[config.mk]
export PLATFORM = sky130hd
export DESIGN_NAME = io_input_cond
export DESIGN_NICKNAME = d
export VERILOG_FILES = /design/src/rtl/io_input_cond.sv
export SDC_FILE = /design/constraint.sdc
export NUM_CORES = 1
export LEC_CHECK = 0
export CORE_ASPECT_RATIO = 1.4
export CORE_MARGIN = 10
export CORE_UTILIZATION = 35
export CTS_BUF_LIST = sky130_fd_sc_hd__clkbuf_4 sky130_fd_sc_hd__clkbuf_8 sky130_fd_sc_hd__clkbuf_16
export DETAILED_ROUTE_END_ITERATION = 12
export SYNTH_ARGS = -nofsm -noshare
export SYNTH_HDL_FRONTEND = slang
export SYNTH_SLANG_ARGS = --single-unit
[constraint.sdc]
create_clock -name clk -period 5.55 [get_ports clk]
set_input_delay 1.11 -clock clk [delete_from_list [all_inputs] [get_ports clk]]
set_output_delay 1.11 -clock clk [all_outputs]
set_load 0.005 [all_outputs]
[src/rtl/io_input_cond.sv]
// Board input conditioning: 2-flop synchronizers on switches and buttons, per-button debounce with edge pulses and sticky press flags.
// Latency: sw_o follows sw_raw after 2 edges; btn_o follows a held button level after DEB_CYCLES+2 edges.
// Backpressure: none; free-running sampler, every input is consumed every cycle.
module io_input_cond #(
    parameter int DEB_CYCLES     = 500000,
    parameter bit BTN_ACTIVE_LOW = 1'b1
) (
    input  logic        clk,
    input  logic        rst,
    input  logic [31:0] sw_raw,
    input  logic [3:0]  btn_raw,
    input  logic [3:0]  btn_evt_clr,
    output logic [31:0] sw_o,
    output logic [3:0]  btn_o,
    output logic [3:0]  btn_press,
    output logic [3:0]  btn_release,
    output logic [3:0]  btn_evt
);

    // One extra bit keeps DEB_CYCLES-1 representable for any legal DEB_CYCLES.
    localparam int            CW       = $clog2(DEB_CYCLES) + 1;
    localparam logic [CW-1:0] CNT_LAST = CW'(DEB_CYCLES - 1);

    // Buttons ride in the top 4 bits of the shared synchronizer chain.
    logic [35:0]         sync1_q;
    logic [35:0]         sync2_q;
    logic [3:0]          btn_lvl;

    logic [3:0][CW-1:0]  cnt_q;
    logic [3:0][CW-1:0]  cnt_d;
    logic [3:0]          btn_q;
    logic [3:0]          btn_d;
    logic [3:0]          press_q;
    logic [3:0]          press_d;
    logic [3:0]          release_q;
    logic [3:0]          release_d;
    logic [3:0]          evt_q;
    logic [3:0]          evt_d;

    // Two-stage metastability filter on all 36 asynchronous inputs.
    always_ff @(posedge clk or posedge rst) begin
        if (rst) begin
            sync1_q <= '0;
            sync2_q <= '0;
        end else begin
            sync1_q <= {btn_raw, sw_raw};
            sync2_q <= sync1_q;
        end
    end

    // Polarity fix applied after synchronization so pressed is always 1 internally.
    assign btn_lvl = sync2_q[35:32] ^ {4{BTN_ACTIVE_LOW}};

    // Per-button debounce: count consecutive disagreeing samples, any agreeing sample restarts the count.
    always_comb begin
        cnt_d     = '0;
        btn_d     = btn_q;
        press_d   = '0;
        release_d = '0;
        for (int i = 0; i < 4; i++) begin
            if (btn_lvl[i] != btn_q[i]) begin
                if (cnt_q[i] == CNT_LAST) begin
                    // Count stops here, so it can never wrap.
                    btn_d[i]     = ~btn_q[i];
                    press_d[i]   = ~btn_q[i];
                    release_d[i] = btn_q[i];
                end else begin
                    cnt_d[i] = cnt_q[i] + CW'(1);
                end
            end
        end
        // A press arriving with a clear still leaves the flag set so the event is not lost.
        evt_d = (evt_q & ~btn_evt_clr) | press_d;
    end

    // Debounce state, edge pulses and sticky flags.
    always_ff @(posedge clk or posedge rst) begin
        if (rst) begin
            cnt_q     <= '0;
            btn_q     <= '0;
            press_q   <= '0;
            release_q <= '0;
            evt_q     <= '0;
        end else begin
            cnt_q     <= cnt_d;
            btn_q     <= btn_d;
            press_q   <= press_d;
            release_q <= release_d;
            evt_q     <= evt_d;
        end
    end

    assign sw_o        = sync2_q[31:0];
    assign btn_o       = btn_q;
    assign btn_press   = press_q;
    assign btn_release = release_q;
    assign btn_evt     = evt_q;

endmodule

==> Yosys cells after proc, flatten, opt, wreduce, memory -nomap -nowiden <==
Index checks and enable logic that the tools add are counted.
{ "totals": {"regBits": 168, "latchBits": 0, "ramBits": 0, "romBits": 0, "input_bits": 42, "output_inout_bits": 48, "elab_cells": 61, "mem_count": 0} }
{ "op_classes": {"n_addsub": 4, "multipliers": 0, "n_div": 0, "n_lt_le_gt_ge": 0, "eq_ne": 8, "shift": 0, "muxes": 24, "n_bitwise": 8, "n_reduce_logical": 4} }
{ "op_table": {"columns": ["cell", "count"], "rows": [
  ["20-bit 2-to-1 mux", 8],
  ["20-bit by 1-bit adder with 20-bit output (second input constant)", 4],
  ["20-bit by 19-bit == test with 1-bit output (second input constant)", 4],
  ["1-bit 2-to-1 mux", 16],
  ["4-bit NOT", 2],
  ["2-bit AND reduction", 4],
  ["4-bit bitwise AND", 1],
  ["1-bit inequality test", 4],
  ["1-bit NOT", 4],
  ["4-bit bitwise OR", 1]
]} }

==> Depth between registers and ports, before layout <==
Gate-level depths: netlist of the first run.
{ "depth": {"ltp_word": 4, "depth_mapped": 6, "mapped_depth_nobuf": 5} }

==> Worst setup path after synthesis of the first run <==
OpenSTA, ideal clock, no wires.
{ "synth_timing": {"kind": "register to register", "from": "register cnt_q[40] (netlist bit)", "to": "register cnt_q[47] (netlist bit)", "setup_ns": 0.121, "t_arrival_ns": 1.755, "t_required_ns": 5.429, "setup_slack_ns": 3.674, "path_stages_with_launch": 7, "path_buffers": 1, "period_less_slack_ns": 1.876, "path_cell_list": "dfrtp_1 ha_1 nand4_1 or2_2 o21ai_2 buf_2 nor2_1"} }
{ "synth_rtl": {"columns": ["element", "line_no", "rtl"], "rows": [
  ["start, declared", "29", "logic [3:0][CW-1:0] cnt_q;"],
  ["start signal, assigned", "85", "cnt_q <= cnt_d;"]
]} }

==> Worst setup path after layout of the first run <==
{ "layout_timing": {"from": "register btn_q[2], in the netlist btn_o[2]", "to": "output port btn_o[2]"} }
{ "layout_rtl": {"columns": ["element", "line_no", "rtl"], "rows": [
  ["start, declared", "31", "logic [3:0] btn_q;"],
  ["start signal, assigned", "86", "btn_q <= btn_d;"],
  ["end, declared", "14", "output logic [3:0] btn_o,"]
]} }
No word-level cell between the ends.

==> impl_metrics.ini, run 1 <==
[setup_path]
reg2regPathDepth = 4
endpoint_kind = output port
crit_type = flop to output port
path_buf_inv = 1
startpoint_type = flop
path_cells = clkdlybuf4s50_1
cpMaxStageDelayCell = clkdlybuf4s50_1
r2r-start = cnt_q[0]
arrival_ns = 1.50
crit_fanout = 6
slowest_delay_ns = 0.58
worst-r2r-setup-slack_ns = 3.18
required_ns = 4.44
cpLargestDelayFamily = buffers and inverters
r2r-end = cnt_q[14]

[cells_and_area]
layout.cells.non_filler = 910
antenna_cells = 0
layout-drive-gt1-share = 0.0710
nFillCells = 1795
nets = 695
area_growth_syn_to_layout_pct = 23.1

[detailed_routing]
via_per_inst = 4.87
drc = 0
drt-total-wl_microns = 13300
detail-route-antenna-nets = 0
drtPass1Iterations = 4
post_drt_wl_per_cell_microns = 14.6
vias = 4434
drt_iter0_markers = 336

[floorplan]
rows = 60
die_y_microns = 184
dieArea_sq_mm = 0.0253
start_util = 0.354
io_pins = 90
core_area_sq_mm = 0.0191
fp.dieW_microns = 137

[power_and_ir_drop]
p_per_area_mw_per_mm2 = 307
leakagePower_nw = 3.31
peakVddDrop_mv = 0.206
finalPower_mw = 2.55

[run]
cap_violations = 0

[clocking]
htree_levels = 4
cts-hold-fix-buffers = 0
post_cts_resized = 0
clk_pin_slew_ns = 0.08
cts_setup_buffers = 0
clk_latency_ns = 0.43
cts.sinks = 168
clk_root_buffer_cell = clkbuf_16
cts_tree = built
clockBufferDepth = 2
cts_buffers = 17

[logic_synthesis]
syn-cell-area_sq_mm = 0.00675
async_reset_ff_frac = 1.00
syn-instance-count = 581
synth_warnings = 0
synth.area.top_cells = dfrtp_1 (62%), xnor2_1 (6.0%), nor2_1 (4.2%)
synth_common_cells = dfrtp_1 (168), nor2_1 (76), xnor2_1 (46)
syn_area_per_cell_sq_um = 11.6
synth_nets = 627
ys_types = 40
yosysSeqAreaShare = 0.623
yosysMostFrequentCell = dfrtp_1
synth_top_area_share = 0.623
synth_edf_count = 0
synthFlopType = dfrtp_1
synth_top_area_cell = dfrtp_1
ys_ff_latch = 168

[sta]
final.period_utilization = 0.471
max_freq_mhz = 383
finClkSkew_ns = 0.0125
period_needed_ns = 2.61
setup_viol = 0
relSlewSlack = 0.228
final-max-slew-violation-count = 0
setup_slack_ns = 2.94
rsz0062_at_grt = no
final.setup.tns_ns = 0
worstMarginPinSlew_ns = 1.15
hold_viol_final = 0

[status]
outcome = completed

[hold_path]
holdCritPathClass = flop to flop
holdPathStages = 0
hp-start = sync1_q[19]
hold_end = sync2_q[19]

[placement]
gp_routability_congestion = 0.788
io_buffer_count = 89
dp_slack_ns = 2.82
dp.cells = 878
dp_hpwl_microns = 9430

[grt]
grt_pass1_wl_microns = 22700
grt_pass1_vias = 4670
grt_usage = 0.111
antenna_found_initial = 0
gr-total-overflow = 0
grt_max_degree = 69
state kept, by name, indices dropped and copies added (netlist names):
| register | flops |
|---|---|
| cnt_q | 80 |
| btn_press | 4 |
| sync1_q | 36 |
| btn_release | 4 |
| btn_o | 4 |
| sync2_q | 36 |
| btn_evt | 4 |
layout make-up:
type / count / area [sq um] / share of cell area
clock inverters: 15 / 180 / 0.0217
well taps: 248 / 310 / 0.0374
inverters: 23 / 90.1 / 0.0108
multi-input cells: 348 / 2160 / 0.261
clock buffers: 17 / 425 / 0.0512
repair buffers: 91 / 931 / 0.112
flip-flops and latches: 168 / 4200 / 0.506
report_power, final:
part / leakage (nW) / total (mW) / switching, mW / internal (mW)
clock: 0.291 / 1.16 / 0.555 / 0.609
combinational: 0.852 / 0.107 / 0.0501 / 0.0572
sequential: 2.17 / 1.28 / 0.0186 / 1.26
total: 3.31 / 2.55 / 0.624 / 1.92
cell usage in the layout (no fill, tap or decap), types with 3 or more instances in the layout:
cell type / synthesis / routed
dfrtp_1: 168 / 168
clkdlybuf4s50_1: 0 / 89
nor2_1: 76 / 76
xnor2_1: 46 / 46
nand4_1: 28 / 28
nand2_1: 27 / 27
nand3_1: 25 / 25
nor3_1: 23 / 23
inv_1: 23 / 22
clkbuf_16: 0 / 17
a21oi_1: 16 / 16
xor2_1: 13 / 13
nor4_1: 11 / 11
or3_1: 11 / 11
or4_1: 11 / 11
o31ai_1: 10 / 10
o21ai_0: 7 / 7
nor4b_1: 6 / 6
and3_1: 5 / 5
inv_8: 0 / 5
clkinv_8: 0 / 5
ha_1: 4 / 4
or4b_1: 3 / 3
clkinv_4: 0 / 3
metal layers:
metal	global-route usage	share of wire	wire (microns)	up-vias
met5	0	0	0	-
met4	0.0478	0.018	237	0
met3	0.0289	0.051	681	16
met2	0.186	0.50	6720	92
met1	0.129	0.43	5670	2200
li1	-	-	-	2126
logic make-up (layout without fill, tap and decap cells):
group | after synthesis | in the layout | share of synthesized area
buffers and inverters | 65 | 146 | 0.0562
adder cells (fa/ha/maj) | 4 | 4 | 0.00742
AO/OA/AOI/OAI | 45 | 45 | 0.0495
multiplexers | 2 | 2 | 0.00297
XOR/XNOR | 59 | 59 | 0.0766
AND/OR/NAND/NOR | 238 | 238 | 0.184
flip-flops | 168 | 168 | 0.623
worst max path at each step:
stage,startpoint,end,slack (ns),cells past startpoint
2_1_floorplan,rst,btn_evt[0],2.30,1
3_5_place_dp,rst,sync1_q[32],2.82,3
6_report,btn_o[2],btn_o[2],2.94,1
5_1_grt,btn_o[2],btn_o[2],2.88,1
4_1_cts,btn_o[2],btn_o[2],2.91,1
3_3_place_gp,rst,sync2_q[0],2.89,3
stage by stage:
step	area (sq um)	utilization	hold slack, ns
after floorplan	6750	-	0.331
after global placement	7700	0.404	0.332
after detailed placement	7700	0.404	0.335
after CTS	8300	0.435	0.347
after global routing	8300	0.435	0.347
final	8300	0.435	0.345
Note: power is estimated with default switching activity, not from simulation.
==> run 2, diff against run 1 <==
clock period = 2.64 ns   (was 5.55 ns; I/O delays follow)
==> run 2 against run 1 <==
- register-to-register slack worse by 2.6 ns
- combinational power is 120% higher
- cell area is 0.84% higher
- first-iteration DRC count is 10% higher
- sequential cell count stayed put
- count of clock-buffer cells in the layout stayed put
- die area stayed put
- setup slack worse by 2.4 ns
- cell count is 0.99% higher
- clock skew is 0.00055 ns lower
- clock power is 110% higher
- via count is 0.34% higher
- critical path type is now flop to flop
==> impl_metrics.ini, run 2 (same netlist as run 1, synthesis figures left out) <==
[status]
outcome = completed

[setup_path]
crit_fanout = 8
required_ns = 2.99
crit_type = flop to flop
r2r-start = cnt_q[60]
path_cells = ha_1 > nand4_1 > nand2b_1 > or4_1 > a21oi_1
slowest_delay_ns = 0.49
cpMaxStageDelayCell = or4_1
startpoint_type = flop
path_buf_inv = 0
endpoint_kind = flop
startpoint = cnt_q[60]
cpLargestDelayFamily = simple AND/OR/NAND/NOR gates
arrival_ns = 2.42

[floorplan]
die_y_microns = 184
core_area_sq_mm = 0.0191
dieArea_sq_mm = 0.0253
fp.dieW_microns = 137
rows = 60
start_util = 0.354
io_pins = 90

[sta]
period_needed_ns = 2.08
rsz0062_at_grt = no
worstMarginPinSlew_ns = 0.603
setup_slack_ns = 0.563
setup_viol = 0
max_freq_mhz = 481
relSlewSlack = 0.594
final-max-slew-violation-count = 0
hold_viol_final = 0
hold_slack_ns = 0.340
final.period_utilization = 0.787
finClkSkew_ns = 0.0119

[clocking]
clk_pin_slew_ns = 0.07
cts_setup_buffers = 0
clk_root_buffer_cell = clkbuf_16
cts_tree = built
clockBufferDepth = 2
cts-hold-fix-buffers = 0
post_cts_resized = 0
htree_levels = 4
cts.sinks = 168
clk_latency_ns = 0.43
cts_buffers = 17

[detailed_routing]
detail-route-antenna-nets = 0
vias = 4449
drt-total-wl_microns = 13500
drt_iter0_markers = 370
drtPass1Iterations = 4
drc = 0
via_per_inst = 4.84
post_drt_wl_per_cell_microns = 14.7

[power_and_ir_drop]
peakVddDrop_mv = 0.405
leakagePower_nw = 3.36
p_per_area_mw_per_mm2 = 641
finalPower_mw = 5.37

[cells_and_area]
layout_common_cells = dfrtp_1 (168), clkdlybuf4s50_1 (89), nor2_1 (76)
layout_commonest_cell = dfrtp_1
area_growth_syn_to_layout_pct = 24.1
top_register = cnt_q
antenna_cells = 0
largest_register_ffs = 80
layout.cells.non_filler = 919
nets = 704
layout-drive-gt1-share = 0.0835
largestRegisters = cnt_q (80), sync1_q (36), sync2_q (36)

[grt]
grt_max_degree = 81
grt_pass1_wl_microns = 23300
grt_usage = 0.114
grt_pass1_vias = 4749
antenna_found_initial = 0
gr-total-overflow = 0

[placement]
gp_routability_congestion = 0.863
dp_slack_ns = 0.606
dp.cells = 887
dp_hpwl_microns = 9810
io_buffer_count = 89

[hold_path]
holdCritPathClass = flop to flop
hp-start = sync1_q[32]

[run]
cap_violations = 0
==> run 2: cell types whose count changed in the layout (fill, tap and decap cells not counted) <==
cell / before / now
clkinv_4: 3 / 2
buf_4: 0 / 9
inv_6: 1 / 3
inv_8: 5 / 3
clkinv_8: 5 / 6
==> run 2: worst paths after layout <==
| path | cells past startpoint | slack (ns) | end |
|---|---|---|---|
| hold reg to reg | 0 | 0.34 | sync2_q[32] |
| min in group asynchronous | 2 | 0.38 | cnt_q[21] |
| setup / recovery | 5 | 0.56 | cnt_q[78] |
| max in group asynchronous | 3 | 1.57 | cnt_q[1] |
| hold / removal | 0 | 0.34 | sync2_q[32] |
| setup reg to reg | 5 | 0.56 | cnt_q[78] |
==> run 2: per-layer routing <==
layer / part of all wire / up-vias / global-route usage
met1: 0.42 / 2190 / 0.130
met4: 0.021 / 0 / 0.0558
li1: - / 2144 / -
met3: 0.048 / 22 / 0.0300
met2: 0.51 / 93 / 0.194
met5: 0 / - / 0
==> run 2: layout make-up <==
type	count	area, sq um
Timing Repair Buffer	100	998
Inverter	23	90.1
Multi-Input combinational cell	348	2160
Clock buffer	17	425
Clock inverter	15	183
Sequential cell	168	4200
Fill cell	1752	10700
Tap cell	248	310
==> run 2: worst reg2reg max path, cell delays in order (launching register included) <==
cell and delay, ns:
dfrtp_1 0.42, ha_1 0.23, nand4_1 0.34, nand2b_1 0.35, or4_1 0.49, a21oi_1 0.17
==> run 2: per-stage QoR <==
step	cell area (sq um)	utilization	TNS, ns
after detailed placement	7770	0.407	0
after CTS	8370	0.439	0
after floorplan	6750	-	-4.83
after global routing	8370	0.439	0
final	8370	0.439	0
after global placement	7770	0.407	0
==> run 2: power by group <==
part	internal (mW)	leakage, nW	switching, mW
sequential	2.64	2.17	0.0386
clock	1.28	0.291	1.18
combinational	0.128	0.895	0.106
total	4.05	3.36	1.32
==> run 3, diff against run 2 <==
clock period = 1.69 ns   (was 2.64 ns; I/O delays follow)
==> run 3 against run 2 <==
- the run now ends with setup timing left
- combinational power up 110%
- cell area grew 16%
- count of clock-buffer cells in the layout did not move
- first-iteration DRC count decreased by 31%
- critical path depth unchanged
- clock skew is 0.0030 ns lower
- core utilization is 7.1 points higher
- sequential share of layout area down 6.9 points
- cell count grew 12%
- via count grew 11%
- global-route usage up 1.7 points
- routed wire length up 19%
==> impl_metrics.ini, run 3 (same netlist as run 1, synthesis figures left out) <==
[status]
outcome = finished with violations
violations = setup timing

[grt]
antenna_found_initial = 3
gr-total-overflow = 0
grt_max_degree = 47
grt_usage = 0.131
grt_pass1_wl_microns = 26500
grt_pass1_vias = 5434

[setup_path]
reg2regPathDepth = 5
r2r-start = cnt_q[14]
r2r-end = cnt_q[17]
worst-r2r-setup-slack_ns = -0.09
crit_type = flop to flop
crit_fanout = 8
required_ns = 2.00
endpoint_kind = flop
arrival_ns = 2.08
startpoint_type = flop

[power_and_ir_drop]
p_per_area_mw_per_mm2 = 869
leakagePower_nw = 4.05
peakVddDrop_mv = 0.652

[detailed_routing]
drt_iter0_markers = 254
drc = 0
drtPass1Iterations = 5
detail-route-antenna-nets = 0
post_drt_wl_per_cell_microns = 15.6
via_per_inst = 4.81
vias = 4935
drt-total-wl_microns = 16000

[cells_and_area]
largest_register_ffs = 80
nFillCells = 1696
area_growth_syn_to_layout_pct = 44.1
layout_commonest_cell = dfrtp_1
largestRegisters = cnt_q (80), sync1_q (36), sync2_q (36)
nets = 811
fin_area_sq_mm = 0.00972
top_register = cnt_q
layout_common_cells = dfrtp_1 (161), buf_4 (93), clkdlybuf4s50_1 (78)
layout-drive-gt1-share = 0.323

[floorplan]
die_y_microns = 184
rows = 60
fp.dieW_microns = 137
core_area_sq_mm = 0.0191
dieArea_sq_mm = 0.0253
start_util = 0.354
io_pins = 90

[clocking]
clk_root_buffer_cell = clkbuf_16
cts_buffers = 17
cts.sinks = 168
cts_tree = built
clk_latency_ns = 0.44
clk_pin_slew_ns = 0.07
clockBufferDepth = 2
htree_levels = 4

[placement]
dp_hpwl_microns = 11400
gp_routability_congestion = 0.860
io_buffer_count = 89
placed_area_sq_mm = 0.00845

[sta]
hold_viol_final = 0
relSlewSlack = 0.704
final-max-slew-violation-count = 0
hold_slack_ns = 0.225
rsz0062_at_grt = yes
setup_viol = 49
finClkSkew_ns = 0.00890
final.period_utilization = 1.05
period_needed_ns = 1.78
worstMarginPinSlew_ns = 0.439
setup_slack_ns = -0.0863
max_freq_mhz = 563

[run]
cap_violations = 0

[hold_path]
holdCritPathClass = primary input to async pin
run 3: what timing repair did:
item                       4_1_cts  5_1_grt
hold buffers                     0        0
pin swaps                       21       29
gates resized for setup         37       90
cloned                           1        0
buffers inserted                 7       19
setup endpoints to repair       64       81
run 3: layout make-up:
cell class	count	area [sq um]	area share
sequential	168	4210	0.433
timing repair buffer	207	1920	0.197
clock buffer	17	425	0.0438
clock inverter	15	148	0.0152
tap	248	310	0.0319
inverter	23	90.1	0.00927
antenna	1	2.50	0.000257
multi-input combinational	348	2620	0.269
run 3: stage by stage:
stage | worst slack (ns) | TNS [ns] | utilization | std cells | total power [mW]
after floorplan | -0.789 | -134.24 | - | 581 | 4.45
after global placement | -0.0608 | -0.861 | 0.443 | 967 | 4.70
after detailed placement | -0.122 | -1.82 | 0.443 | 967 | 4.71
after CTS | -0.0915 | -1.80 | 0.482 | 1007 | 8.53
after global routing | -0.146 | -6.06 | 0.510 | 1026 | 8.79
final | -0.0863 | -2.66 | 0.510 | 1027 | 8.44
run 3: power by group:
part	internal, mW	total (mW)	switching [mW]
sequential	4.13	4.18	0.0545
combinational	0.282	0.500	0.218
clock	1.97	3.76	1.79
run 3: worst max-delay path by stage:
stage,startpoint,to,slack [ns],cells after the start
5_1_grt,cnt_q[14],cnt_q[17],-0.15,5
2_1_floorplan,rst,btn_evt[0],-0.79,1
3_5_place_dp,cnt_q[11],btn_evt[0],-0.12,4
6_report,cnt_q[14],cnt_q[17],-0.09,5
4_1_cts,cnt_q[70],cnt_q[65],-0.09,5
3_3_place_gp,cnt_q[71],btn_evt[3],-0.06,3
run 3: layer usage:
| layer | share of wire | up-vias | GRT usage | routed length [microns] |
|---|---|---|---|---|
| met5 | 0.00062 | - | 0 | 10 |
| met4 | 0.020 | 2 | 0.0554 | 316 |
| met3 | 0.062 | 25 | 0.0490 | 997 |
| met2 | 0.52 | 100 | 0.224 | 8300 |
| met1 | 0.40 | 2453 | 0.142 | 6420 |
| li1 | - | 2355 | - | - |
run 3: critical path, cell delays in order (launching register included):
cell,delay (ns)
dfrtp_1,0.41
or3_4,0.42
buf_6,0.13
o41ai_4,0.44
buf_6,0.22
a21oi_2,0.04
